<file path="config.mk">
export PLATFORM = sky130hd
export DESIGN_NAME = packet_word_packer_flat
export DESIGN_NICKNAME = d
export VERILOG_FILES = /design/src/rtl/packet_word_packer_if.sv /design/src/rtl/packet_word_packer.sv /design/src/flat_wrapper.sv
export SDC_FILE = /design/constraint.sdc
export NUM_CORES = 1
export LEC_CHECK = 0
export CAP_MARGIN = 20
export CORE_ASPECT_RATIO = 1.4
export CORE_MARGIN = 2
export CORE_UTILIZATION = 54
export DETAILED_ROUTE_END_ITERATION = 6
export PLACE_DENSITY = 0.8
export SLEW_MARGIN = 20
export SYNTH_ARGS = -nofsm -noshare
export SYNTH_HDL_FRONTEND = slang
export SYNTH_SLANG_ARGS = --single-unit
</file>
<file path="constraint.sdc">
create_clock -name clk_i -period 2.2 [get_ports clk_i]
set_clock_uncertainty 0.2 [all_clocks]
set_input_delay 0.22 -clock clk_i [delete_from_list [all_inputs] [get_ports clk_i]]
set_output_delay 0.22 -clock clk_i [all_outputs]
set_load 0.02 [all_outputs]
</file>
<file path="src/rtl/packet_word_packer_if.sv">
// Byte-stream in / packed-word FIFO out bundle for packet_word_packer.
// The packer sits on the slave modport; the producer/FIFO side uses master.
interface packet_word_packer_if #(
   parameter int WORD_WIDTH = 64,
   parameter int LEN_WIDTH  = 16
);
   logic                  s_valid_i;
   logic [7:0]            s_data_i;
   logic                  s_last_i;
   logic                  s_ready_o;
   logic                  fifo_full_i;
   logic                  fifo_write_en_o;
   logic [WORD_WIDTH-1:0] fifo_data_o;
   logic [LEN_WIDTH-1:0]  pkt_len_o;
   logic                  pkt_len_valid_o;

   modport master (
      output s_valid_i, s_data_i, s_last_i, fifo_full_i,
      input  s_ready_o, fifo_write_en_o, fifo_data_o,
      input  pkt_len_o, pkt_len_valid_o
   );

   modport slave (
      input  s_valid_i, s_data_i, s_last_i, fifo_full_i,
      output s_ready_o, fifo_write_en_o, fifo_data_o,
      output pkt_len_o, pkt_len_valid_o
   );
endinterface

</file>
<file path="src/rtl/packet_word_packer.sv">
// Packs a byte stream into little-endian lane words for a packet FIFO.
// Define PKT_LEN_COUNT_EN to add the saturating per-packet length report.
module packet_word_packer #(
   parameter int WORD_WIDTH = 64,
   parameter int LEN_WIDTH  = 16
) (
   input logic                 clk_i,
   input logic                 rst_i,
   packet_word_packer_if.slave bus
);
   localparam int LANES = WORD_WIDTH / 8;
   localparam int LW    = (LANES > 1) ? $clog2(LANES) : 1;

   typedef enum logic [1:0] {IDLE, FILL, STALL} state_e;

   state_e                state_q, state_d, ret_q, ret_d, base;
   logic [WORD_WIDTH-1:0] asm_q, asm_d, word_q, word_d, ins;
   logic [LW-1:0]         lane_q, lane_d;
   logic                  wvalid_q, wvalid_d;
   logic                  ready, accept, complete, write;

   assign ready    = !rst_i && (!wvalid_q || !bus.fifo_full_i);
   assign accept   = bus.s_valid_i && ready;
   assign complete = accept && (bus.s_last_i || lane_q == LW'(LANES - 1));
   assign write    = !rst_i && wvalid_q && !bus.fifo_full_i;
   assign ins      = WORD_WIDTH'(bus.s_data_i) << {lane_q, 3'b000};

   // Assembly clears on completion, so unfilled lanes of a short word are zero
   always_comb begin
      asm_d    = asm_q;
      lane_d   = lane_q;
      word_d   = word_q;
      wvalid_d = wvalid_q;
      if (write) wvalid_d = 1'b0;
      if (accept) begin
         if (complete) begin
            word_d   = asm_q | ins;
            wvalid_d = 1'b1;
            asm_d    = '0;
            lane_d   = '0;
         end else begin
            asm_d  = asm_q | ins;
            lane_d = lane_q + 1'b1;
         end
      end
   end

   always_comb begin
      base    = (state_q == STALL) ? ret_q : state_q;
      state_d = base;
      ret_d   = ret_q;
      if (accept) state_d = bus.s_last_i ? IDLE : FILL;
      if (wvalid_q && bus.fifo_full_i) begin
         state_d = STALL;
         ret_d   = base;
      end
   end

   always_ff @(posedge clk_i) begin
      if (rst_i) begin
         state_q  <= IDLE;
         ret_q    <= IDLE;
         asm_q    <= '0;
         word_q   <= '0;
         lane_q   <= '0;
         wvalid_q <= 1'b0;
      end else begin
         state_q  <= state_d;
         ret_q    <= ret_d;
         asm_q    <= asm_d;
         word_q   <= word_d;
         lane_q   <= lane_d;
         wvalid_q <= wvalid_d;
      end
   end

   assign bus.s_ready_o       = ready;
   assign bus.fifo_write_en_o = write;
   assign bus.fifo_data_o     = rst_i ? '0 : word_q;

`ifdef PKT_LEN_COUNT_EN
   logic [LEN_WIDTH-1:0] cnt_q, cnt_d, len_q, len_d, cnt_inc;
   logic                 lenv_q, lenv_d;

   assign cnt_inc = (&cnt_q) ? cnt_q : cnt_q + 1'b1;

   always_comb begin
      cnt_d  = cnt_q;
      len_d  = len_q;
      lenv_d = 1'b0;
      if (accept) begin
         if (bus.s_last_i) begin
            len_d  = cnt_inc;
            lenv_d = 1'b1;
            cnt_d  = '0;
         end else begin
            cnt_d = cnt_inc;
         end
      end
   end

   always_ff @(posedge clk_i) begin
      if (rst_i) begin
         cnt_q  <= '0;
         len_q  <= '0;
         lenv_q <= 1'b0;
      end else begin
         cnt_q  <= cnt_d;
         len_q  <= len_d;
         lenv_q <= lenv_d;
      end
   end

   assign bus.pkt_len_o       = rst_i ? '0 : len_q;
   assign bus.pkt_len_valid_o = !rst_i && lenv_q;
`else
   assign bus.pkt_len_o       = LEN_WIDTH'(0);
   assign bus.pkt_len_valid_o = 1'b0;
`endif
endmodule

</file>
<file path="src/flat_wrapper.sv">
// flat-port wrapper written by rule: the top's interface ports become plain ports
module packet_word_packer_flat 
#(
   parameter int WORD_WIDTH = 64,
   parameter int LEN_WIDTH  = 16
)
  (clk_i, rst_i, bus_s_valid_i, bus_s_data_i, bus_s_last_i, bus_fifo_full_i, bus_s_ready_o, bus_fifo_write_en_o, bus_fifo_data_o, bus_pkt_len_o, bus_pkt_len_valid_o);
  packet_word_packer_if #(.WORD_WIDTH(WORD_WIDTH), .LEN_WIDTH(LEN_WIDTH)) bus_i ();
  input logic clk_i;
  input logic rst_i;
  input wire logic [$bits(bus_i.s_valid_i)-1:0] bus_s_valid_i;
  input wire logic [$bits(bus_i.s_data_i)-1:0] bus_s_data_i;
  input wire logic [$bits(bus_i.s_last_i)-1:0] bus_s_last_i;
  input wire logic [$bits(bus_i.fifo_full_i)-1:0] bus_fifo_full_i;
  output wire logic [$bits(bus_i.s_ready_o)-1:0] bus_s_ready_o;
  output wire logic [$bits(bus_i.fifo_write_en_o)-1:0] bus_fifo_write_en_o;
  output wire logic [$bits(bus_i.fifo_data_o)-1:0] bus_fifo_data_o;
  output wire logic [$bits(bus_i.pkt_len_o)-1:0] bus_pkt_len_o;
  output wire logic [$bits(bus_i.pkt_len_valid_o)-1:0] bus_pkt_len_valid_o;
  assign bus_i.s_valid_i = bus_s_valid_i;
  assign bus_i.s_data_i = bus_s_data_i;
  assign bus_i.s_last_i = bus_s_last_i;
  assign bus_i.fifo_full_i = bus_fifo_full_i;
  assign bus_s_ready_o = bus_i.s_ready_o;
  assign bus_fifo_write_en_o = bus_i.fifo_write_en_o;
  assign bus_fifo_data_o = bus_i.fifo_data_o;
  assign bus_pkt_len_o = bus_i.pkt_len_o;
  assign bus_pkt_len_valid_o = bus_i.pkt_len_valid_o;
  packet_word_packer #(.WORD_WIDTH(WORD_WIDTH), .LEN_WIDTH(LEN_WIDTH)) u_core (.clk_i(clk_i), .rst_i(rst_i), .bus(bus_i));
endmodule
</file>
==> metrics.yaml <==
run_status: "finished, violations left"
violations: "DRC"
syn2layout_area_growth_pct: 21.4
hold_viol: 0
tightest_slew_ns: 0.530
synth-edff-count: 0
postCtsResizedCells: 0
p_per_area_nw_per_um2: 766
synth-xor-area-share_pct: 0
rsz0062_at_grt: "no"
cts_max_level: 4
startpoint_type: "register"
drc: 2
rows: 45
io_buffers: 78
endpoint_kind: "register"
final.min_clock_period_ns: 2.09
cts_buffers: 17
synth_seq_cells: 132
power_leakage_nw: 2.44
grt_use_total_pct: 26.3
dieWidth_um: 93.5
root_buffer: "clkbuf_16"
finalPower_mw: 5.63
die_h_um: 129
worstPathRequired_ns: 2.30
synthCells: 674
grt_max_degree: 84
yosys.area_share.adder_pct: 0.413
synth_compound_area_share_pct: 31.0
yosysTopAreaCellShare_pct: 43.7
grt_pass1_vias: 5060
core-area_um2: 10900
filler_cell_count: 844
cts_max_path_buffers: 2
seqCellArea_um2: 2640
final_cell_mix: "dfxtp_1 (132), clkdlybuf4s50_1 (77), nor2b_1 (72)"
synth_cell_types: 26
n_antenna_cell: 0
fin_nets: 723
cts_tree: "yes"
synthTopCellsByArea: "dfxtp_1 (44%), a41oi_1 (9.3%), nor2b_1 (7.8%)"
antenna_found_initial: 0
fmax_mhz: 478
holdWs_ns: 0.0814
clock_sinks: 132
num_vias: 5444
fin_crit_sh_pct: 95.0
ioPinCount: 96
place_ws_ns: 0.115
multiInputGateArea_um2: 2840
crit_fanout: 36
cp.arrival_ns: 2.19
setup_viol: 0
clkLatencyLatePin_ns: 0.41
ant_nets: 0
dp.cells: 830
drv_cap: 0
cts_setup_buffers: 0
grt_pass1_wl_mm: 25.1
synthArstFlopShare_pct: 0
synth_area_um2: 6050
dp_hpwl_mm: 9.50
fin_tns_setup_ns: 0
fin_cells: 862
seq_area_frac_synth_pct: 43.7
finish.utilization_pct: 67.6
setup.worst_path.class: "register to register"
drv_slew: 0
synth-simple-area-share_pct: 14.2
synth_top_family_by_area: "compound AO/OA/AOI/OAI gates"
hp-class: "primary input to register"
viasPerCell: 6.32
ys.flop_type: "dfxtp_1"
drive_gt1_share_pct: 12.3
yosysWarnings: 0
slew_headroom_pct: 64.7
worst_slack_ns: 0.109
totalWireLength_mm: 15.7
dieArea_um2: 12100
gp_congestion: 0.850
clkTransAtPathRegs_ns: 0.06
initial_core_util_pct: 55.7
grt_overflow: 0
postPlaceCellArea_um2: 6810
synth_mux_area_share_pct: 0
postCtsHoldBufs: 0
first_pass_iters: 7
post_drt_wl_per_cell_um: 18.2
peakVddDrop_v: 0.000554
mostFrequentLayoutCell: "dfxtp_1"
drt_iter0_drc: 589
final_area_um2: 7350
avgSynthCellArea_um2: 8.98
synth_top_area_cell: "dfxtp_1"
-- flip-flops by register name, indices dropped and copies added (netlist names) --
| register | cells |
|---|---|
| u_core.lane_q | 3 |
| u_core.word_q | 64 |
| u_core.asm_q | 64 |
| u_core.wvalid_q | 1 |
-- synthesized netlist by cell type, types with 2 or more instances --
library cell and count:
dfxtp_1 132, nor2b_1 75, a21oi_1 68, nor2_1 68, a31oi_1 64, a41oi_1 64, a211oi_1 50, buf_2 45
clkbuf_1 35, buf_4 19, a211oi_2 14, buf_6 12, and2_1 9, clkbuf_2 3, o21ai_0 3, ha_1 2
nand4_1 2
-- cell families (layout without fill, tap and decap cells) --
group	after synthesis	count (layout)
buffers and inverters	114	145
AOI/OAI and AO/OA	264	264
other	1	17
and+or+nand+nor	161	161
adders and majority gates	2	2
DFF	132	132
-- report_power, final --
part           total (mW)  switching [mW]  internal, mW
clock network        2.52            1.01          1.52
logic               0.610           0.370         0.240
registers            2.49          0.0343          2.46
-- path summary, 6_finish.rpt --
| path | start | endpoint | slack, ns | cells past startpoint |
|---|---|---|---|---|
| setup / recovery | u_core.lane_q[0]$_SDFFE_PP0P_ | u_core.word_q[59]$_SDFFE_PP0P_ | 0.11 | 6 |
| hold reg to reg | u_core.asm_q[34]$_SDFFE_PP0P_ | u_core.asm_q[34]$_SDFFE_PP0P_ | 0.27 | 2 |
| setup reg to reg | u_core.lane_q[0]$_SDFFE_PP0P_ | u_core.word_q[59]$_SDFFE_PP0P_ | 0.11 | 6 |
| hold / removal | rst_i | u_core.word_q[25]$_SDFFE_PP0P_ | 0.08 | 2 |
-- critical path, cell delays in order (launching register included) --
cell      delay (ns)
dfxtp_1         0.32
ha_1            0.20
ha_1            0.20
or2_2           0.42
buf_4           0.29
a31oi_1         0.26
a211oi_2        0.06
-- layer usage --
metal	up-vias	global-route usage (%)	share of wire (%)	wire, µm
met4	0	17.1	4.9	768
met3	51	5.47	5.6	877
met1	2628	32.2	40	6330
li1	2533	-	-	-
met5	-	0	0	0
met2	232	42.0	49	7710
-- cell type report --
class | count | area share (%)
multi-input cells | 444 | 38.7
clock inverters | 9 | 0.749
well taps | 141 | 2.40
clock buffers | 23 | 6.51
repair buffers | 113 | 15.7
flip-flops and latches | 132 | 36.0
No activity file was read; power rests on OpenSTA's default activity.
